## config.mk

```make
export PLATFORM = sky130hd
export DESIGN_NAME = mini_core_rrv_boot_ctrl
export DESIGN_NICKNAME = d
export VERILOG_FILES = /design/src/rtl/mini_core_rrv_pkg.sv /design/src/rtl/mini_core_rrv_boot_wdog.sv /design/src/rtl/mini_core_rrv_boot_ctrl.sv
export SDC_FILE = /design/constraint.sdc
export NUM_CORES = 1
export LEC_CHECK = 0
export BUFFER_PORTS_ARGS = -buffer_cell sky130_fd_sc_hd__buf_2
export CAP_MARGIN = 0
export CORE_ASPECT_RATIO = 2
export CORE_UTILIZATION = 45
export DETAILED_ROUTE_END_ITERATION = 12
export PLACE_DENSITY = 0.7
export SLEW_MARGIN = 15
export SYNTH_ARGS = -nofsm -noshare
export SYNTH_HDL_FRONTEND = slang
export SYNTH_SLANG_ARGS = --single-unit
```

## constraint.sdc

```tcl
create_clock -name clk -period 3.65 [get_ports clk]
set_input_delay 0 -clock clk [delete_from_list [all_inputs] [get_ports clk]]
set_output_delay 0 -clock clk [all_outputs]
set_load 0.01 [all_outputs]
```

## src/rtl/mini_core_rrv_pkg.sv

```systemverilog
// Shared definitions for the mini_core_rrv boot and run controller.
//   t_boot_state   : controller FSM encoding (visible on the state port)
//   EOT_PASS_CODE  : end-of-test code that means "test passed"
//   BOOT_ERR_*     : bit positions inside the err output
//   BOOT_BASE_ADDR / BOOT_DEPTH : default load window derived from the i_mem map
package mini_core_rrv_pkg;

    localparam logic [31:0] I_MEM_OFFSET = 32'h0000_0000;
    localparam int          I_MEM_SIZE   = 4096;            // bytes

    localparam logic [31:0] BOOT_BASE_ADDR = I_MEM_OFFSET;
    localparam int          BOOT_DEPTH     = I_MEM_SIZE / 4; // words

    typedef enum logic [2:0] {
        ST_IDLE = 3'd0,
        ST_LOAD = 3'd1,
        ST_RUN  = 3'd2,
        ST_DONE = 3'd3,
        ST_ERR  = 3'd4
    } t_boot_state;

    localparam logic [7:0] EOT_PASS_CODE = 8'h00;

    localparam int BOOT_ERR_OVF = 0;
    localparam int BOOT_ERR_TMO = 1;

endpackage

```

## src/rtl/mini_core_rrv_boot_wdog.sv

```systemverilog
// Run-phase cycle counter and watchdog.
//   clk, rst_n : clock, asynchronous active-low reset
//   clear      : zero the counter (wins over enable)
//   enable     : count this cycle (core is running)
//   limit      : watchdog limit in cycles, 0 disables the watchdog
//   count      : cycles counted since the last clear, saturating at all-ones
//   timeout    : combinational pulse during the limit-th enabled cycle
module mini_core_rrv_boot_wdog #(
    parameter int CNT_W = 32
) (
    input  logic             clk,
    input  logic             rst_n,
    input  logic             clear,
    input  logic             enable,
    input  logic [CNT_W-1:0] limit,
    output logic [CNT_W-1:0] count,
    output logic             timeout
);

    always_ff @(posedge clk or negedge rst_n) begin
        if (!rst_n)
            count <= '0;
        else if (clear)
            count <= '0;
        else if (enable && (count != '1))
            count <= count + CNT_W'(1);
    end

    // count holds k-1 during the k-th enabled cycle, so matching limit-1
    // fires on exactly the limit-th run cycle.
    assign timeout = enable && (limit != '0) && (count == limit - CNT_W'(1));

endmodule

```

## src/rtl/mini_core_rrv_boot_ctrl.sv

```systemverilog
// Boot and run controller for a mini_core_rrv core.
// Streams a program into i_mem while holding the core in reset, then
// releases the core and supervises the run (end-of-test and watchdog).
//   clk, rst_n                          : clock, asynchronous active-low reset
//   load_start                          : pulse to start a load (IDLE/DONE/ERR)
//   in_valid/in_ready/in_data/in_last   : program word stream
//   imem_we/imem_addr/imem_wdata        : registered i_mem write port
//   core_rst                            : active-high core reset
//   eot_valid/eot_code                  : end-of-test report from the core
//   timeout_limit                       : watchdog limit, 0 = off
//   state/done/pass/err                 : status
//   word_cnt/cycle_cnt                  : words loaded, cycles run
module mini_core_rrv_boot_ctrl
    import mini_core_rrv_pkg::*;
#(
    parameter int                DATA_W    = 32,
    parameter int                ADDR_W    = 32,
    parameter logic [ADDR_W-1:0] BASE_ADDR = ADDR_W'(BOOT_BASE_ADDR),
    parameter int                DEPTH     = BOOT_DEPTH,
    parameter int                CNT_W     = 32,
    localparam int               WC_W      = $clog2(DEPTH + 1)
) (
    input  logic              clk,
    input  logic              rst_n,
    input  logic              load_start,
    input  logic              in_valid,
    output logic              in_ready,
    input  logic [DATA_W-1:0] in_data,
    input  logic              in_last,
    output logic              imem_we,
    output logic [ADDR_W-1:0] imem_addr,
    output logic [DATA_W-1:0] imem_wdata,
    output logic              core_rst,
    input  logic              eot_valid,
    input  logic [7:0]        eot_code,
    input  logic [CNT_W-1:0]  timeout_limit,
    output logic [2:0]        state,
    output logic              done,
    output logic              pass,
    output logic [1:0]        err,
    output logic [WC_W-1:0]   word_cnt,
    output logic [CNT_W-1:0]  cycle_cnt
);

    t_boot_state cur;
    logic        beat;
    logic        full;
    logic        restart;
    logic        wd_clear;
    logic        wd_timeout;

    assign state   = cur;
    assign beat    = in_valid && in_ready;
    assign full    = (word_cnt == WC_W'(DEPTH));
    assign restart = load_start && (cur inside {ST_IDLE, ST_DONE, ST_ERR});

    // Counter is held at zero for the whole load, so it enters RUN cleared.
    assign wd_clear = restart || (cur == ST_LOAD);

    mini_core_rrv_boot_wdog #(
        .CNT_W (CNT_W)
    ) u_wdog (
        .clk     (clk),
        .rst_n   (rst_n),
        .clear   (wd_clear),
        .enable  (cur == ST_RUN),
        .limit   (timeout_limit),
        .count   (cycle_cnt),
        .timeout (wd_timeout)
    );

    always_ff @(posedge clk or negedge rst_n) begin
        if (!rst_n) begin
            cur        <= ST_IDLE;
            core_rst   <= 1'b1;
            in_ready   <= 1'b0;
            imem_we    <= 1'b0;
            imem_addr  <= '0;
            imem_wdata <= '0;
            done       <= 1'b0;
            pass       <= 1'b0;
            err        <= '0;
            word_cnt   <= '0;
        end else begin
            imem_we <= 1'b0;
            case (cur)
                ST_IDLE, ST_DONE, ST_ERR: begin
                    if (load_start) begin
                        cur      <= ST_LOAD;
                        in_ready <= 1'b1;
                        done     <= 1'b0;
                        pass     <= 1'b0;
                        err      <= '0;
                        word_cnt <= '0;
                    end
                end
                ST_LOAD: begin
                    if (!in_ready) begin
                        // Drain cycle after the last beat: the final write is
                        // on the i_mem port now, so the core may leave reset.
                        cur      <= ST_RUN;
                        core_rst <= 1'b0;
                    end else if (beat) begin
                        if (full) begin
                            cur               <= ST_ERR;
                            in_ready          <= 1'b0;
                            done              <= 1'b1;
                            err[BOOT_ERR_OVF] <= 1'b1;
                        end else begin
                            imem_we    <= 1'b1;
                            imem_addr  <= BASE_ADDR + (ADDR_W'(word_cnt) << 2);
                            imem_wdata <= in_data;
                            word_cnt   <= word_cnt + WC_W'(1);
                            if (in_last)
                                in_ready <= 1'b0;
                        end
                    end
                end
                ST_RUN: begin
                    // End of test takes priority over a same-cycle timeout.
                    if (eot_valid) begin
                        cur      <= ST_DONE;
                        core_rst <= 1'b1;
                        done     <= 1'b1;
                        pass     <= (eot_code == EOT_PASS_CODE);
                    end else if (wd_timeout) begin
                        cur               <= ST_ERR;
                        core_rst          <= 1'b1;
                        done              <= 1'b1;
                        err[BOOT_ERR_TMO] <= 1'b1;
                    end
                end
                default: begin
                    cur      <= ST_IDLE;
                    core_rst <= 1'b1;
                    in_ready <= 1'b0;
                end
            endcase
        end
    end

endmodule
```

# Yosys cells after proc, flatten, opt, wreduce, memory -nomap -nowiden
# Index checks and enable logic that the tools add are counted.
[totals] ff_bits=96 inputBits=78 out_inout_bits=117 wordCells=100
[op_classes] add_sub_neg=3 n_eq_ne=19 n_mux=39 bitwise_logic=3 n_reduce_logical=24
[ops] cell="$mux 32" count=2
[ops] cell="$mux 11" count=4
[ops] cell="$add 32x1->32 const B" count=1
[ops] cell="$eq 32x32->1" count=1
[ops] cell="$ne 32x32->1 const B" count=1
[ops] cell="$reduce_bool 32->1" count=1
[ops] cell="$sub 32x1->32 const B" count=1
[ops] cell="$pmux 11 s2" count=1
[ops] cell="$mux 1" count=18
[ops] cell="$mux 3" count=6
[ops] cell="$ne 2x2->1 const B" count=9
[ops] cell="$reduce_and 4->1" count=3
[ops] cell="$add 11x1->11 const B" count=1
[ops] cell="$eq 11x11->1 const B" count=1
[ops] cell="$reduce_and 5->1" count=2
[ops] cell="$ne 3x3->1 const B" count=3
[ops] cell="$pmux 1 s3" count=3
[ops] cell="$pmux 3 s3" count=1
[ops] cell="$logic_not 8->1" count=1
[ops] cell="$eq 3x2->1 const B" count=2
[ops] cell="$pmux 1 s2" count=3
[ops] cell="$reduce_and 3->1" count=2
[ops] cell="$reduce_and 6->1" count=1
[ops] cell="$reduce_bool 2->1" count=3
[ops] cell="10 further kinds" count=17

# Longest topological paths before layout
[depth] word_depth=6 depth_mapped=12 ltp_nobuf=10

# Modules after synthesis
# Synthesis repeated with hierarchy kept, for this count alone.
[hier_totals] hier_cells=604 area_unflattened_um2=6025.8
[modules_own_cells] mod="mini_core_rrv_boot_ctrl" n_inst=1 cells_per_inst=248 area_each_um2=3140.5 seq_area_each_um2=1602.8
[modules_own_cells] mod="mini_core_rrv_boot_wdog" n_inst=1 cells_per_inst=356 area_each_um2=2885.3 seq_area_each_um2=800.8

# Least setup slack after synthesis
# OpenSTA, ideal clock, no wires.
[synth_timing] kind="input port to flip-flop" startpoint="input port timeout_limit[0]" endpoint="register err[1]" setup_ps=90 t_arrival_ps=2757 required_ps=3560 path_slack_ps=803 stages=12 n_path_buf=2 cell_sequence="inv_1 > ha_1 > or3b_2 > clkbuf_1 > or4_4 > buf_6 > nor2_1 > mux2_2 > a221oi_1 > nand4_1 > or2_4 > o31ai_4"
[synth_via] elab_chain_cells=5 word_cells_on_any_way=7 classes_between="1 x add/sub; 2 x eq/ne; 4 x reduce/logical"
[synth_lines] element="start: declaration" line_no="mini_core_rrv_boot_ctrl.sv:36" text="input logic [CNT_W-1:0] timeout_limit,"
[synth_lines] element="$sub 32x1->32 or $reduce_bool 32->1 (tied branches)" line_no="mini_core_rrv_boot_wdog.sv:31" text="assign timeout = enable && (limit != '0) && (count == limit - CNT_W'(1));"
[synth_lines] element="$eq 32x32->1 or $logic_and 1x1->1 (tied branches)" line_no="mini_core_rrv_boot_wdog.sv:31"
[synth_lines] element="$logic_and 1x1->1 *" line_no="mini_core_rrv_boot_wdog.sv:31"
[synth_lines] element="$ne 2x2->1 (no line) *"
[synth_lines] element="$reduce_and 4->1 (no line) *"
[synth_lines] element="end signal: assignment" line_no="mini_core_rrv_boot_ctrl.sv:82" text="err <= '0;"
[synth_lines] element="end signal: assignment" line_no="mini_core_rrv_boot_ctrl.sv:93" text="err <= '0;"
[synth_lines] element="end signal: indexed assignment" line_no="mini_core_rrv_boot_ctrl.sv:108" text="err[BOOT_ERR_OVF] <= 1'b1;"
[synth_lines] element="end: declaration" line_no="mini_core_rrv_boot_ctrl.sv:40" text="output logic [1:0] err,"
# Mark *: on every way between the ends. The rest lies on a longest branch, timed or not.
# A chain may end at the register's enable or synchronous reset.

# Final worst setup path
[layout_timing] startpoint="register word_cnt[0]" endpoint="register word_cnt[5]"
[layout_via] elab_chain_cells=5 word_cells_on_any_way=8 classes_between="1 x add/sub; 2 x eq/ne; 4 x mux; 1 x reduce/logical"
[layout_lines] element="start: declaration" line_no="mini_core_rrv_boot_ctrl.sv:41" text="output logic [WC_W-1:0] word_cnt,"
[layout_lines] element="start signal: assignment" line_no="mini_core_rrv_boot_ctrl.sv:113" text="word_cnt <= word_cnt + WC_W'(1);"
[layout_lines] element="$add 11x1->11" line_no="mini_core_rrv_boot_ctrl.sv:113"
[layout_lines] element="$mux 11" line_no="mini_core_rrv_boot_ctrl.sv:104" text="if (full) begin"
[layout_lines] element="$mux 11" line_no="mini_core_rrv_boot_ctrl.sv:103" text="end else if (beat) begin"
[layout_lines] element="$mux 11" line_no="mini_core_rrv_boot_ctrl.sv:98" text="if (!in_ready) begin"
[layout_lines] element="$pmux 11 s2" line_no="mini_core_rrv_boot_ctrl.sv:86" text="case (cur)"
# Parallel ways exist; a longest one is shown, timed or not. The select of a mux whose other input is x is not followed.

==> flow_summary.ini <==
[run]
cap_violations = 0

[setup_path]
crit_type = reg -> reg
critical_path.reg2reg.endpoint = word_cnt[5]
r2r_cells = 10
required_ns = 3.82
r2r_start = word_cnt[0]
cp-end-kind = flop
cp_max_fo = 7
crit_arrival_ns = 3.34
worstSetupStartpointType = flop
crit_start = word_cnt[0]
r2r_slack_ns = 0.49

[logic_synthesis]
ys_seq_area_frac = 0.416
syn_inst = 597
yosysWarnings = 0
ys_seq_elements = 96
synth-edff-count = 0
synth-async-reset-ratio = 1.00
synth_top_cell_area_share = 0.411
synth.area.top_cells = dfrtp_1, mux2_2, xnor2_1, nor2_1, xor2_1
synth_area_per_cell_um2 = 9.69
yosysUniqueCellTypes = 65
synth_area_um2 = 5780
synth_top_cell_by_area = dfrtp_1
synthFlopType = dfrtp_1

[layout]
regArea_um2 = 2400
synthToLayoutAreaGrowth_pct = 29.6
fin_area_um2 = 7500
fin_nets = 890
layout_common_cells = buf_2, dfrtp_1, nor2_1
diodes = 0
drive_gt1_frac = 0.328
nFillCells = 1103
final_cells = 962
multi_input_area_um2 = 3150
layout_commonest_cell = buf_2

[timing]
fin_worst_skew_ns = 0.0126
hold_violations = 0
post-route-min-period_ns = 3.16
tns_ns = 0
fmax_mhz = 316
setup_viol = 0
timing.final.crit_share = 0.866
tightest_slew_ns = 0.985
relSlewSlack = 0.343
rsz0062_at_grt = false
maxSlewViolCount = 0
setup_ws_ns = 0.487

[die]
std_cell_rows = 58
fp.dieW_um = 82.2
die_area_um2 = 13300
core_um2 = 12600
die_height_um = 162
num_io_pins = 195
start_util = 0.461

[clock_tree]
h-tree-depth = 3
numCtsBuffers = 9
cts-root-buf = clkbuf_16
clk_latency_ns = 0.33
post_cts_resized = 0
cts_setup_buffers = 0
cts_tree = done
cts.clk_slew.worst_paths_ns = 0.06
clock_path_buffers = 2
hold_buffers = 37
cts_sinks = 96

[power]
leakagePower_uw = 0.00343
peakVddDrop_mv = 0.487
p_per_area_nw_per_um2 = 525

[global_route]
grt_overflow_total = 0
grt_antenna_before_repair = 0
grt_pass1_wl_mm = 27.3
grt_pass1_vias = 5643
grt_max_degree = 78
grt.total_usage = 0.273

[drt]
drtIter0Drc = 375
antenna_left = 0
drc = 0
routedWlPerCell_um = 18.1
vias = 5390
drt_wl_total_mm = 17.4
drtPass1Iterations = 4
post_drt_via_cell_ratio = 5.60

[min_path]
hold_class = in -> reg
min_from = load_start
holdPathEnd = done
whs_path_depth = 4

[place]
place.gp.congestion = 0.977
dpl_worst_slack_ns = 0.261
place_area_um2 = 6750
port_buffers = 173
dp.cells = 908
dp_hpwl_mm = 13.0

[status]
run_status = complete, no violations
## flip-flops by register name, indices dropped and copies added, names as in the netlist
signal / flops
word_cnt: 11
pass: 1
imem_we: 1
done: 1
in_ready: 1
imem_wdata: 32
u_wdog.count: 32
state: 3
core_rst: 1
imem_addr: 11
err: 2
## worst max-delay path by stage
stage / slack (ns) / end / depth (start not counted)
2_1_floorplan: 0.80 / err[1] / 12
3_3_place_gp: 0.38 / err[1] / 11
3_5_place_dp: 0.26 / core_rst / 11
4_1_cts: 0.54 / err[1] / 8
5_1_grt: 0.33 / word_cnt[5] / 10
6_report: 0.49 / word_cnt[5] / 10
## where the power goes
part           switching, uW  total [uW]  internal (uW)  leakage (uW)
registers                149        1460           1310       0.00126
clock network            381        1120            740      0.000171
logic                    751        1350            603       0.00200
## final cells by class
| class | instances | area share |
|---|---|---|
| multi-input combinational | 464 | 0.420 |
| sequential | 96 | 0.321 |
| timing repair buffer | 223 | 0.180 |
| clock buffer | 12 | 0.0315 |
| tap | 150 | 0.0250 |
| clock inverter | 4 | 0.0160 |
| inverter | 13 | 0.00651 |
## per-stage QoR
step	power, uW	utilization	hold WS, ns
after floorplan	2270	-	-0.296
after global placement	2740	0.538	0.209
after detailed placement	2790	0.538	0.226
after CTS	3960	0.596	0.0456
after global routing	4170	0.597	0.101
final	3940	0.597	0.0609
## cells by family after synthesis
family,after synthesis,share of synthesized area
and+or+nand+nor,244,0.228
AOI/OAI and AO/OA,79,0.0958
muxes,52,0.100
DFF,96,0.416
xor gates and xnor gates,63,0.0954
buffers and inverters,57,0.0537
adders and majority gates,5,0.0108
other,1,0.000648
## layer usage
layer,up-vias,part of all wire,GRT usage
met5,-,0,0
met4,0,0.057,0.179
met3,48,0.048,0.0511
met2,202,0.55,0.503
met1,2627,0.35,0.262
li1,2513,-,-
## synth_stat cells (17+ instances only)
cell type and instances:
nand2_1 38, buf_4 21, clkbuf_1 18, nand3_1 23
mux2_2 46, o21ai_0 17, xnor2_1 36, dfrtp_1 95
nor3_1 20, xor2_1 27, nor4_1 19, nor2_1 64
a21oi_1 21
## worst max-delay path: stages, from the launching register on
cell	delay, ns
dfrtp_1	0.44
inv_1	0.09
ha_1	0.15
or4b_2	0.61
nor4_1	0.56
nand3b_1	0.26
a21oi_1	0.18
and4_1	0.32
nand3_1	0.12
xor2_1	0.19
nor2_1	0.07
(Power assumes the default switching activity.)
